`src/rtl/uart_pkg.sv`:
```
// rtl/uart_pkg.sv - shared constants and FSM state types for the memory-mapped UART
package uart_pkg;

  localparam logic [3:0] OFS_TXD    = 4'h0;
  localparam logic [3:0] OFS_RXD    = 4'h4;
  localparam logic [3:0] OFS_STATUS = 4'h8;
  localparam logic [3:0] OFS_CTRL   = 4'hC;

  localparam int ST_RX_VALID = 0;
  localparam int ST_TX_FULL  = 1;
  localparam int ST_TX_EMPTY = 2;
  localparam int ST_TX_BUSY  = 3;
  localparam int ST_RX_OVR   = 4;
  localparam int ST_RX_FRM   = 5;
  localparam int ST_TX_OVF   = 6;

  localparam int DATA_BITS = 8;

  typedef enum logic [1:0] {TX_IDLE, TX_START, TX_DATA, TX_STOP} tx_state_t;
  typedef enum logic [1:0] {RX_IDLE, RX_START, RX_DATA, RX_STOP} rx_state_t;

endpackage

```
`src/rtl/uart_sync_fifo.sv`:
```
// rtl/uart_sync_fifo.sv - small synchronous FIFO; a push while full is dropped even if a pop happens that cycle
module uart_sync_fifo #(
  parameter int WIDTH = 8,
  parameter int DEPTH = 4
) (
  input  logic             clk,
  input  logic             reset,
  input  logic             i_push,
  input  logic [WIDTH-1:0] i_data,
  input  logic             i_pop,
  output logic [WIDTH-1:0] o_data,
  output logic             o_full,
  output logic             o_empty
);

  localparam int AW = $clog2(DEPTH);
  localparam logic [AW-1:0] PTR_ONE  = AW'(1);
  localparam logic [AW:0]   CNT_ONE  = (AW+1)'(1);
  localparam logic [AW:0]   CNT_FULL = (AW+1)'(DEPTH);

  logic [WIDTH-1:0] mem_q [DEPTH];
  logic [AW-1:0]    wr_ptr_q, rd_ptr_q;
  logic [AW:0]      count_q;
  logic             do_push, do_pop;

  assign o_full  = (count_q == CNT_FULL);
  assign o_empty = (count_q == '0);
  assign do_push = i_push & ~o_full;
  assign do_pop  = i_pop & ~o_empty;
  assign o_data  = mem_q[rd_ptr_q];

  always_ff @(posedge clk or posedge reset) begin
    if (reset) begin
      wr_ptr_q <= '0;
      rd_ptr_q <= '0;
      count_q  <= '0;
    end else begin
      if (do_push) wr_ptr_q <= wr_ptr_q + PTR_ONE;
      if (do_pop)  rd_ptr_q <= rd_ptr_q + PTR_ONE;
      case ({do_push, do_pop})
        2'b10:   count_q <= count_q + CNT_ONE;
        2'b01:   count_q <= count_q - CNT_ONE;
        default: count_q <= count_q;
      endcase
    end
  end

  always_ff @(posedge clk) begin
    if (do_push) mem_q[wr_ptr_q] <= i_data;
  end

endmodule

```
`src/rtl/uart_mmio_responder.sv`:
```
// rtl/uart_mmio_responder.sv - memory-mapped 8N1 UART with TX FIFO, RX holding register and status/ctrl registers
// Interrupt logic and the CTRL register exist only when UART_IRQ_EN is defined.
module uart_mmio_responder
  import uart_pkg::*;
#(
  parameter int          CLK_DIV   = 868,
  parameter logic [31:0] BASE_ADDR = 32'h40000018,
  parameter int          TX_DEPTH  = 4
) (
  input  logic        clk,
  input  logic        reset,
  input  logic [31:0] i_address,
  input  logic        i_read,
  input  logic        i_write,
  input  logic [31:0] i_write_data,
  output logic [31:0] o_read_data,
  output logic        o_hit,
  input  logic        i_rx,
  output logic        o_tx,
  output logic        o_irq
);

  localparam int CW = $clog2(CLK_DIV);
  localparam logic [CW-1:0] BIT_END  = CW'(CLK_DIV - 1);
  localparam logic [CW-1:0] HALF_END = CW'(CLK_DIV / 2 - 1);
  localparam logic [CW-1:0] CNT_ONE  = CW'(1);
  localparam logic [2:0]    LAST_BIT = 3'(DATA_BITS - 1);

  logic [31:0] ofs;
  logic        sel_txd, sel_rxd, sel_status, sel_ctrl;
  logic        wr_txd, rd_rxd, wr_status;

  logic        rx_valid_q, rx_ovr_q, rx_frm_q, tx_ovf_q;
  logic [7:0]  rx_byte_q;
  logic [6:0]  status;
  logic [1:0]  ctrl_rd;

  logic        fifo_pop, fifo_full, fifo_empty;
  logic [7:0]  fifo_rdata;

  tx_state_t   tx_state_q, tx_state_d;
  logic [CW-1:0] tx_cnt_q, tx_cnt_d;
  logic [2:0]  tx_bit_q, tx_bit_d;
  logic [7:0]  tx_shreg_q, tx_shreg_d;
  logic        tx_q, tx_d;
  logic        tx_busy;

  rx_state_t   rx_state_q, rx_state_d;
  logic [CW-1:0] rx_cnt_q, rx_cnt_d;
  logic [2:0]  rx_bit_q, rx_bit_d;
  logic [7:0]  rx_shreg_q, rx_shreg_d;
  logic        rx_meta_q, rx_sync_q, rx_prev_q;
  logic        rx_land, rx_frm_evt;

  logic        unused_wdata;
  assign unused_wdata = ^i_write_data[31:8];

  // BASE_ADDR need not be 16-byte aligned, so decode on the offset rather than masking the address.
  assign ofs        = i_address - BASE_ADDR;
  assign o_hit      = (ofs[31:4] == 28'd0) && (ofs[1:0] == 2'b00);
  assign sel_txd    = o_hit && (ofs[3:0] == OFS_TXD);
  assign sel_rxd    = o_hit && (ofs[3:0] == OFS_RXD);
  assign sel_status = o_hit && (ofs[3:0] == OFS_STATUS);
  assign sel_ctrl   = o_hit && (ofs[3:0] == OFS_CTRL);
  assign wr_txd     = i_write & sel_txd;
  assign rd_rxd     = i_read & sel_rxd;
  assign wr_status  = i_write & sel_status;

  assign tx_busy = (tx_state_q != TX_IDLE);

  always_comb begin
    status              = '0;
    status[ST_RX_VALID] = rx_valid_q;
    status[ST_TX_FULL]  = fifo_full;
    status[ST_TX_EMPTY] = fifo_empty;
    status[ST_TX_BUSY]  = tx_busy;
    status[ST_RX_OVR]   = rx_ovr_q;
    status[ST_RX_FRM]   = rx_frm_q;
    status[ST_TX_OVF]   = tx_ovf_q;
  end

  always_comb begin
    o_read_data = '0;
    if (sel_rxd)         o_read_data = {24'd0, rx_byte_q};
    else if (sel_status) o_read_data = {25'd0, status};
    else if (sel_ctrl)   o_read_data = {30'd0, ctrl_rd};
  end

  uart_sync_fifo #(.WIDTH(8), .DEPTH(TX_DEPTH)) u_tx_fifo (
    .clk     (clk),
    .reset   (reset),
    .i_push  (wr_txd),
    .i_data  (i_write_data[7:0]),
    .i_pop   (fifo_pop),
    .o_data  (fifo_rdata),
    .o_full  (fifo_full),
    .o_empty (fifo_empty)
  );

  // Event sets are applied after clears so a same-cycle event always wins.
  always_ff @(posedge clk or posedge reset) begin
    if (reset) begin
      rx_valid_q <= 1'b0;
      rx_byte_q  <= '0;
      rx_ovr_q   <= 1'b0;
      rx_frm_q   <= 1'b0;
      tx_ovf_q   <= 1'b0;
    end else begin
      if (rd_rxd) rx_valid_q <= 1'b0;
      if (wr_status && i_write_data[ST_RX_OVR]) rx_ovr_q <= 1'b0;
      if (wr_status && i_write_data[ST_RX_FRM]) rx_frm_q <= 1'b0;
      if (wr_status && i_write_data[ST_TX_OVF]) tx_ovf_q <= 1'b0;
      if (rx_land) begin
        if (rx_valid_q && !rd_rxd) begin
          rx_ovr_q <= 1'b1;
        end else begin
          rx_byte_q  <= rx_shreg_q;
          rx_valid_q <= 1'b1;
        end
      end
      if (rx_frm_evt) rx_frm_q <= 1'b1;
      if (wr_txd && fifo_full) tx_ovf_q <= 1'b1;
    end
  end

  always_comb begin
    tx_state_d = tx_state_q;
    tx_cnt_d   = tx_cnt_q + CNT_ONE;
    tx_bit_d   = tx_bit_q;
    tx_shreg_d = tx_shreg_q;
    tx_d       = tx_q;
    fifo_pop   = 1'b0;
    case (tx_state_q)
      TX_IDLE: begin
        tx_cnt_d = '0;
        tx_d     = 1'b1;
        if (!fifo_empty) begin
          fifo_pop   = 1'b1;
          tx_shreg_d = fifo_rdata;
          tx_state_d = TX_START;
          tx_d       = 1'b0;
        end
      end
      TX_START: begin
        if (tx_cnt_q == BIT_END) begin
          tx_cnt_d   = '0;
          tx_bit_d   = '0;
          tx_state_d = TX_DATA;
          tx_d       = tx_shreg_q[0];
        end
      end
      TX_DATA: begin
        if (tx_cnt_q == BIT_END) begin
          tx_cnt_d = '0;
          if (tx_bit_q == LAST_BIT) begin
            tx_state_d = TX_STOP;
            tx_d       = 1'b1;
          end else begin
            tx_bit_d   = tx_bit_q + 3'd1;
            tx_shreg_d = {1'b0, tx_shreg_q[7:1]};
            tx_d       = tx_shreg_q[1];
          end
        end
      end
      TX_STOP: begin
        if (tx_cnt_q == BIT_END) begin
          tx_cnt_d = '0;
          if (!fifo_empty) begin
            fifo_pop   = 1'b1;
            tx_shreg_d = fifo_rdata;
            tx_state_d = TX_START;
            tx_d       = 1'b0;
          end else begin
            tx_state_d = TX_IDLE;
            tx_d       = 1'b1;
          end
        end
      end
      default: begin
        tx_state_d = TX_IDLE;
        tx_d       = 1'b1;
      end
    endcase
  end

  always_ff @(posedge clk or posedge reset) begin
    if (reset) begin
      tx_state_q <= TX_IDLE;
      tx_cnt_q   <= '0;
      tx_bit_q   <= '0;
      tx_shreg_q <= '0;
      tx_q       <= 1'b1;
    end else begin
      tx_state_q <= tx_state_d;
      tx_cnt_q   <= tx_cnt_d;
      tx_bit_q   <= tx_bit_d;
      tx_shreg_q <= tx_shreg_d;
      tx_q       <= tx_d;
    end
  end

  assign o_tx = tx_q;

  always_comb begin
    rx_state_d = rx_state_q;
    rx_cnt_d   = rx_cnt_q + CNT_ONE;
    rx_bit_d   = rx_bit_q;
    rx_shreg_d = rx_shreg_q;
    rx_land    = 1'b0;
    rx_frm_evt = 1'b0;
    case (rx_state_q)
      RX_IDLE: begin
        rx_cnt_d = '0;
        if (rx_prev_q && !rx_sync_q) rx_state_d = RX_START;
      end
      RX_START: begin
        // Mid-start check rejects glitches shorter than half a bit.
        if (rx_cnt_q == HALF_END) begin
          rx_cnt_d = '0;
          if (rx_sync_q) begin
            rx_state_d = RX_IDLE;
          end else begin
            rx_state_d = RX_DATA;
            rx_bit_d   = '0;
          end
        end
      end
      RX_DATA: begin
        if (rx_cnt_q == BIT_END) begin
          rx_cnt_d   = '0;
          rx_shreg_d = {rx_sync_q, rx_shreg_q[7:1]};
          if (rx_bit_q == LAST_BIT) rx_state_d = RX_STOP;
          else                      rx_bit_d   = rx_bit_q + 3'd1;
        end
      end
      RX_STOP: begin
        if (rx_cnt_q == BIT_END) begin
          rx_state_d = RX_IDLE;
          rx_land    = rx_sync_q;
          rx_frm_evt = ~rx_sync_q;
        end
      end
      default: rx_state_d = RX_IDLE;
    endcase
  end

  always_ff @(posedge clk or posedge reset) begin
    if (reset) begin
      rx_meta_q  <= 1'b1;
      rx_sync_q  <= 1'b1;
      rx_prev_q  <= 1'b1;
      rx_state_q <= RX_IDLE;
      rx_cnt_q   <= '0;
      rx_bit_q   <= '0;
      rx_shreg_q <= '0;
    end else begin
      rx_meta_q  <= i_rx;
      rx_sync_q  <= rx_meta_q;
      rx_prev_q  <= rx_sync_q;
      rx_state_q <= rx_state_d;
      rx_cnt_q   <= rx_cnt_d;
      rx_bit_q   <= rx_bit_d;
      rx_shreg_q <= rx_shreg_d;
    end
  end

`ifdef UART_IRQ_EN
  logic [1:0] ctrl_q;
  logic       irq_q;
  logic       wr_ctrl;

  assign wr_ctrl = i_write & sel_ctrl;

  always_ff @(posedge clk or posedge reset) begin
    if (reset) begin
      ctrl_q <= '0;
      irq_q  <= 1'b0;
    end else begin
      if (wr_ctrl) ctrl_q <= i_write_data[1:0];
      irq_q <= (ctrl_q[0] & rx_valid_q) | (ctrl_q[1] & fifo_empty & ~tx_busy);
    end
  end

  assign ctrl_rd = ctrl_q;
  assign o_irq   = irq_q;
`else
  assign ctrl_rd = 2'b00;
  assign o_irq   = 1'b0;
`endif

endmodule

```
`config.mk`:
```
export PLATFORM = sky130hd
export DESIGN_NAME = uart_mmio_responder
export DESIGN_NICKNAME = d
export VERILOG_FILES = /design/src/rtl/uart_pkg.sv /design/src/rtl/uart_sync_fifo.sv /design/src/rtl/uart_mmio_responder.sv
export SDC_FILE = /design/constraint.sdc
export NUM_CORES = 1
export LEC_CHECK = 0
export BUFFER_PORTS_ARGS = -buffer_cell sky130_fd_sc_hd__buf_2
export CAP_MARGIN = 20
export CELL_PAD_IN_SITES_DETAIL_PLACEMENT = 0
export CELL_PAD_IN_SITES_GLOBAL_PLACEMENT = 1
export CORE_MARGIN = 2
export CORE_UTILIZATION = 30
export CTS_CLUSTER_DIAMETER = 50
export CTS_CLUSTER_SIZE = 24
export DETAILED_ROUTE_END_ITERATION = 10
export PLACE_DENSITY_LB_ADDON = 0.08
export SYNTH_ARGS = -nofsm -noshare
export SYNTH_HDL_FRONTEND = slang
export SYNTH_SLANG_ARGS = --single-unit
```
`constraint.sdc`:
```
create_clock -name clk -period 2.9 [get_ports clk]
set_input_delay 0.29 -clock clk [delete_from_list [all_inputs] [get_ports clk]]
set_output_delay 0.29 -clock clk [all_outputs]
set_load 0.01 [all_outputs]
```
# == Yosys cells after proc, flatten, opt, wreduce, memory -nomap -nowiden ==
# Memories as Yosys holds them, arrays and structs flattened.
# Cells that the tools add are included.
# totals
reg_bits,69
n_memories,1
word_cells,163
out_inout_bits,35
input_bits,69
mem_bits_rw,32
# op_classes
n_addsub,9
n_reduce_logical,34
muxes,61
n_bitwise,9
eq_ne,29
# mem_list
name,words,word_bits,read_ports,rd_clocked_by_memory_dff,wr,line_no,source
u_tx_fifo.mem_q,4,8,1,0,1,uart_sync_fifo.sv:21,logic [WIDTH-1:0] mem_q [DEPTH];
# op_table
operator,count
two-way mux 8 bit,5
"subtractor 32 x 31 -> 32 bit, second input constant",1
two-way mux 10 bit,3
one-hot mux 10 bit (3 select lines),1
zero test 28 bit,1
"inequality test 2 bit, second input constant",13
two-way mux 1 bit,24
one-hot mux 8 bit (3 select lines),1
two-way mux 2 bit,11
two-way mux 3 bit,7
"adder 10 x 1 -> 10 bit, second input constant",2
"== test 10 bit, second input constant",2
one-hot mux 10 bit (2 select lines),1
one-hot mux 3 bit (2 select lines),3
one-hot mux 2 bit (4 select lines),2
AND reduction 5 bit,3
nonzero test 2 bit,6
"== test 10 x 9 -> 1 bit, second input constant",1
"== test 2 bit, second input constant",5
logical AND 1 bit,10
"adder 3 x 1 -> 3 bit, second input constant",3
"== test 3 bit, second input constant",3
AND reduction 4 bit,2
two-way mux 7 bit,1
other kinds (17),31

# == Longest topological paths before layout ==
# logic_depth
depth_word,9
ltp_mapped,15
mapped_depth_nobuf,14

# == Modules after synthesis ==
# From an unflattened synthesis, not the netlist that was laid out.
# unflattened
cells_unflattened,443
area_unflattened_um2,5201.2
# by_module_without_submodules
mod,seq_area_each_um2,cells_each,n_inst,area_each_um2
uart_mmio_responder,1556.5,363,1,3604.7
uart_sync_fifo,1136.1,80,1,1596.5

# == Worst setup path after synthesis ==
# Ideal clock, no wire load.
# synth_timing
path_type,input to register
start,input port i_address[3]
end,register u_tx_fifo.count_q[2]
path_buffers,1
arrival_ns,2.863
setup_slack_ns,-0.088
stages,15
setup_time_ns,0.125
t_required_ns,2.775
path_cell_list,ha_1 -> clkbuf_1 -> nor3_1 -> nand4_1 -> xor2_1 -> and4b_1 -> nand4_1 -> nor4b_2 -> inv_1 -> ha_1 -> inv_1 -> fa_1 -> xor2_1 -> nor2_1 -> xor2_1
# synth_between
elab_chain_len,8
word_cells_on_any_way,11
cone_classes,1 x add/sub; 2 x eq/ne; 1 x mux; 2 x bitwise; 5 x reduce/logical
# synth_rtl
element,line_no,source
"start, declared",uart_mmio_responder.sv:12,"input logic [31:0] i_address,"
subtractor 32 x 31 -> 32 bit *,uart_mmio_responder.sv:59,assign ofs = i_address - BASE_ADDR;
zero test 28 bit,uart_mmio_responder.sv:60,assign o_hit = (ofs[31:4] == 28'd0) && (ofs[1:0] == 2'b00);
logical AND 1 bit,uart_mmio_responder.sv:60,
logical AND 1 bit *,uart_mmio_responder.sv:61,assign sel_txd = o_hit && (ofs[3:0] == OFS_TXD);
bitwise AND 1 bit *,uart_mmio_responder.sv:65,assign wr_txd = i_write & sel_txd;
bitwise AND 1 bit *,uart_sync_fifo.sv:28,assign do_push = i_push & ~o_full;
== test 2 x 1 -> 1 bit or == test 2 bit (tied branches),uart_sync_fifo.sv:40,"case ({do_push, do_pop})"
one-hot mux 3 bit (2 select lines) or nonzero test 2 bit (tied branches),-,
"end signal, assigned",uart_sync_fifo.sv:41,2'b10: count_q <= count_q + CNT_ONE;
"end signal, assigned",uart_sync_fifo.sv:42,2'b01: count_q <= count_q - CNT_ONE;
"end signal, assigned",uart_sync_fifo.sv:43,default: count_q <= count_q;
"end, declared",uart_sync_fifo.sv:23,logic [AW:0] count_q;
# Every way passes the cells marked *; elsewhere a longest branch is shown, timed or not.
# A chain may end at the register's enable or synchronous reset.

# == Worst setup path in the final report ==
# layout_timing
start,input port i_address[13]
end,output port o_read_data[7]
# layout_between
elab_chain_len,5
# layout_rtl
element,line_no,source
subtractor 32 x 31 -> 32 bit,uart_mmio_responder.sv:59,
zero test 28 bit,uart_mmio_responder.sv:60,
logical AND 1 bit,uart_mmio_responder.sv:60,
logical AND 1 bit,uart_mmio_responder.sv:62,assign sel_rxd = o_hit && (ofs[3:0] == OFS_RXD);
two-way mux 8 bit,uart_mmio_responder.sv:84,"if (sel_rxd) o_read_data = {24'd0, rx_byte_q};"
"end, declared",uart_mmio_responder.sv:16,"output logic [31:0] o_read_data,"
# No other way between the ends.

==> impl_metrics.tcl <==
set metrics [dict create \
    portBuffers 54 \
    synth.cell_area_sq_um 5240 \
    holdBufCountCts 0 \
    power_mw 3.29 \
    muxShareOfSynthArea_pct 10.9 \
    status "finished, final reports clean" \
    crit_chain "buf_2 -> nor4_4 -> nand2_1 -> or4_4 -> and3_1 -> nand4_1 -> buf_6 -> inv_1 -> and3_1 -> buf_2" \
    diodes 0 \
    numCtsBuffers 9 \
    fin_area_sq_um 6370 \
    setup_viol 0 \
    drt_iter0_markers 104 \
    post-route-util_pct 37.1 \
    htreeDepth 3 \
    synthDistinctLibCells 57 \
    p_leak_nw 2.76 \
    ios 104 \
    layout_min_cycle_time_ns 2.72 \
    synth_xor_area_share_pct 3.68 \
    vias_per_cell 4.58 \
    slew-limit-headroom_pct 57.8 \
    synth.largest_area_cell "dfrtp_1" \
    min-delay-path-class "input port to asynchronous set/reset pin" \
    p_per_area_nw_per_um2 517 \
    fmax_ghz 0.367 \
    slowest_stage "or4_4" \
    ys.flop_type "dfrtp_1" \
    vdd_drop_max_uv 300 \
    hold_viol_final 0 \
    path_clk_slew_ns 0.07 \
    nFillCells 1741 \
    yosys-top-cells-area "dfrtp_1 31%, edfxtp_1 18%, mux2_2 7.1%, ha_1 4.3%, buf_4 3.7%" \
    critPathArrivalTime_ns 2.43 \
    grt_pass1_vias 3683 \
    critPathTopFamily "simple AND/OR/NAND/NOR gates" \
    die_h_um 136 \
    syn_avg_cell_area_sq_um 11.6 \
    synth_compound_area_share_pct 6.86 \
    yosysMostFrequentCell "dfrtp_1" \
    grt_usage_pct 13.2 \
    post-route-drc-count 0 \
    worst_slew_pin_slew_ns 0.633 \
    whs_ns 0.0151 \
    area_growth_syn_to_layout_pct 21.7 \
    grt-ovfl-total 0 \
    die_w_um 136 \
    synth_fa_ha_area_share_pct 4.68 \
    rrSetupSlack_ns 0.18 \
    max_stage_delay_ns 0.50 \
    cts_resized 0 \
    ys_seq_area_share_pct 51.4 \
    criticalPathCategory "input port to output port" \
    drive_gt1_share_pct 31.2 \
    cp-end-kind "output port" \
    synth_top_family_by_area "simple AND/OR/NAND/NOR gates" \
    rsz0062_at_grt "true" \
    dr.pass1.iters 6 \
    cts_root_buffer "clkbuf_16" \
    post-place-ws_ns -0.160 \
    grt_start_max_net_pins 70 \
    finalNetCount 634 \
    skew_ns 0.00726 \
    dpl.hpwl_mm 8.35 \
    slew_violations 0 \
    r2r_end "rx_byte_q[3]" \
    vias 3556 \
    ys_ff_latch 101 \
    synth_cells 452 \
    synth.top_cells.by_count "65 x dfrtp_1, 38 x nor2_1, 33 x mux2_2, 33 x nand2_1, 32 x edfxtp_1" \
    gp_congestion 0.733 \
    critPathBufInv 4 \
    maxCapViolCount 0 \
    grt_pass1_wl_mm 18.9 \
    cts_tree "done" \
    r2r_cells 8 \
    yosys_warnings 0 \
    cts.sinks 101 \
    die_area_sq_um 18500 \
    wl_mm 11.3 \
    worstPathRequired_ns 2.61 \
    rr_startpoint "rx_cnt_q[1]" \
    fin_crit_sh_pct 94.0 \
    antenna_left 0 \
    start_util_pct 30.5 \
    placed_cell_area_sq_um 6030 \
    synth_simple_gate_area_share_pct 16.4 \
    rows 48 \
    cp_max_fo 13 \
    clock_path_buffers 2 \
    start_kind "input port" \
    cts_setup_buffers 0 \
    antenna_found_initial 0 \
    synthArstFlopShare_pct 68.3 \
    synth_top_cell_area_share_pct 31.1 \
    core_area_sq_um 17200 \
    setup_slack_ns 0.175 \
    synth_edf_count 32 \
    insertion_delay_ns 0.35 \
    wire_per_inst_um 14.6 \
]
## worst max path at each step
stage                           end  slack, ns  cells after the start           from
3_5_place_dp   u_tx_fifo.count_q[2]      -0.16                     14  i_address[13]
6_report             o_read_data[7]       0.18                     10  i_address[13]
5_1_grt        u_tx_fifo.count_q[2]      -0.03                     12    tx_cnt_q[0]
2_1_floorplan  u_tx_fifo.count_q[2]       0.02                     15   i_address[3]
4_1_cts        u_tx_fifo.count_q[2]       0.04                     12    tx_cnt_q[0]
3_3_place_gp   u_tx_fifo.count_q[2]      -0.18                     15  i_address[16]
## cell families (layout without fill, tap and decap cells)
family	Yosys count	after routing
multiplexers	43	43
XOR/XNOR	22	22
flip-flops	101	101
adder cells (fa/ha/maj)	19	19
buffers and inverters	56	131
AO/OA/AOI/OAI	52	52
AND/OR/NAND/NOR	158	158
other	1	25
## placed cells by master, fill, tap and decap left out, types with 3 or more instances in the layout
| cell | Yosys | routed |
|---|---|---|
| mux2_2 | 33 | 33 |
| xor2_1 | 11 | 11 |
| or3_1 | 3 | 3 |
| o31ai_1 | 4 | 4 |
| nand3b_1 | 3 | 3 |
| clkbuf_16 | 0 | 9 |
| edfxtp_1 | 32 | 32 |
| a22oi_1 | 6 | 6 |
| conb_1 | 1 | 25 |
| nand2b_1 | 3 | 3 |
| nand2_1 | 33 | 33 |
| nand4_1 | 11 | 11 |
| dfrtp_1 | 65 | 65 |
| ha_1 | 18 | 16 |
| nor4_1 | 6 | 6 |
| and2_1 | 5 | 5 |
| buf_12 | 0 | 5 |
| o21ai_0 | 19 | 19 |
| nor2_1 | 38 | 38 |
| nor3_1 | 14 | 12 |
| nand3_1 | 10 | 10 |
| and3_1 | 7 | 7 |
| inv_1 | 20 | 19 |
| nor4_4 | 2 | 3 |
| xnor2_1 | 11 | 11 |
| buf_4 | 26 | 35 |
| nor2b_1 | 7 | 7 |
| dfstp_2 | 4 | 4 |
| buf_2 | 0 | 54 |
| mux4_2 | 8 | 8 |
| a21oi_1 | 10 | 10 |
## worst register-to-register path, delay by kind of cell (launching register included)
kind / cells / cell delay (ns)
and+or+nand+nor: 4 / 1.42
DFF: 1 / 0.37
muxes: 1 / 0.35
buffers and inverters: 1 / 0.23
adders and majority gates: 1 / 0.18
AOI/OAI and AO/OA: 1 / 0.06
## metal layers
layer  up-vias  GRT usage, %  wire, um
met1      1753          17.5      5350
met2        38          21.4      5470
met3         7          3.58       363
met4         0          3.13       127
li1       1758             -         -
met5         -             0         0
## sequential cells by signal, summed over array words and instances, names as in the netlist, 2 cells and up, named ones only
register and flops:
u_tx_fifo.rd_ptr_q 2, u_tx_fifo.count_q 3, rx_shreg_q 8, u_tx_fifo.wr_ptr_q 2, tx_shreg_q 8, rx_byte_q 8
rx_cnt_q 10, rx_bit_q 3, tx_cnt_q 10, tx_state_q 2, u_tx_fifo.mem_q 32, tx_bit_q 3
## per-stage QoR
| stage | std cells | setup TNS (ns) |
|---|---|---|
| after floorplan | 476 | 0 |
| after global placement | 760 | -0.278 |
| after detailed placement | 760 | -0.257 |
| after CTS | 776 | 0 |
| after global routing | 776 | -0.0265 |
| final | 776 | 0 |
## power by group
part,switching (mW),internal (mW),leakage [nW],total (mW)
registers,0.0758,1.57,1.15,1.65
clock network,0.524,0.756,0.151,1.28
logic,0.190,0.173,1.46,0.363
total,0.789,2.50,2.76,3.29
## area by class of cell
class                   instances  area [sq um]  area share (%)
repair buffers                 95           644            10.1
clock buffers                  10           229            3.59
clock inverters                 6          86.3            1.36
multi-input cells             319          2360            37.1
well taps                     225           282            4.42
inverters                      20          75.1            1.18
flip-flops and latches        101          2690            42.3
Note: power is estimated with default switching activity, not from simulation.
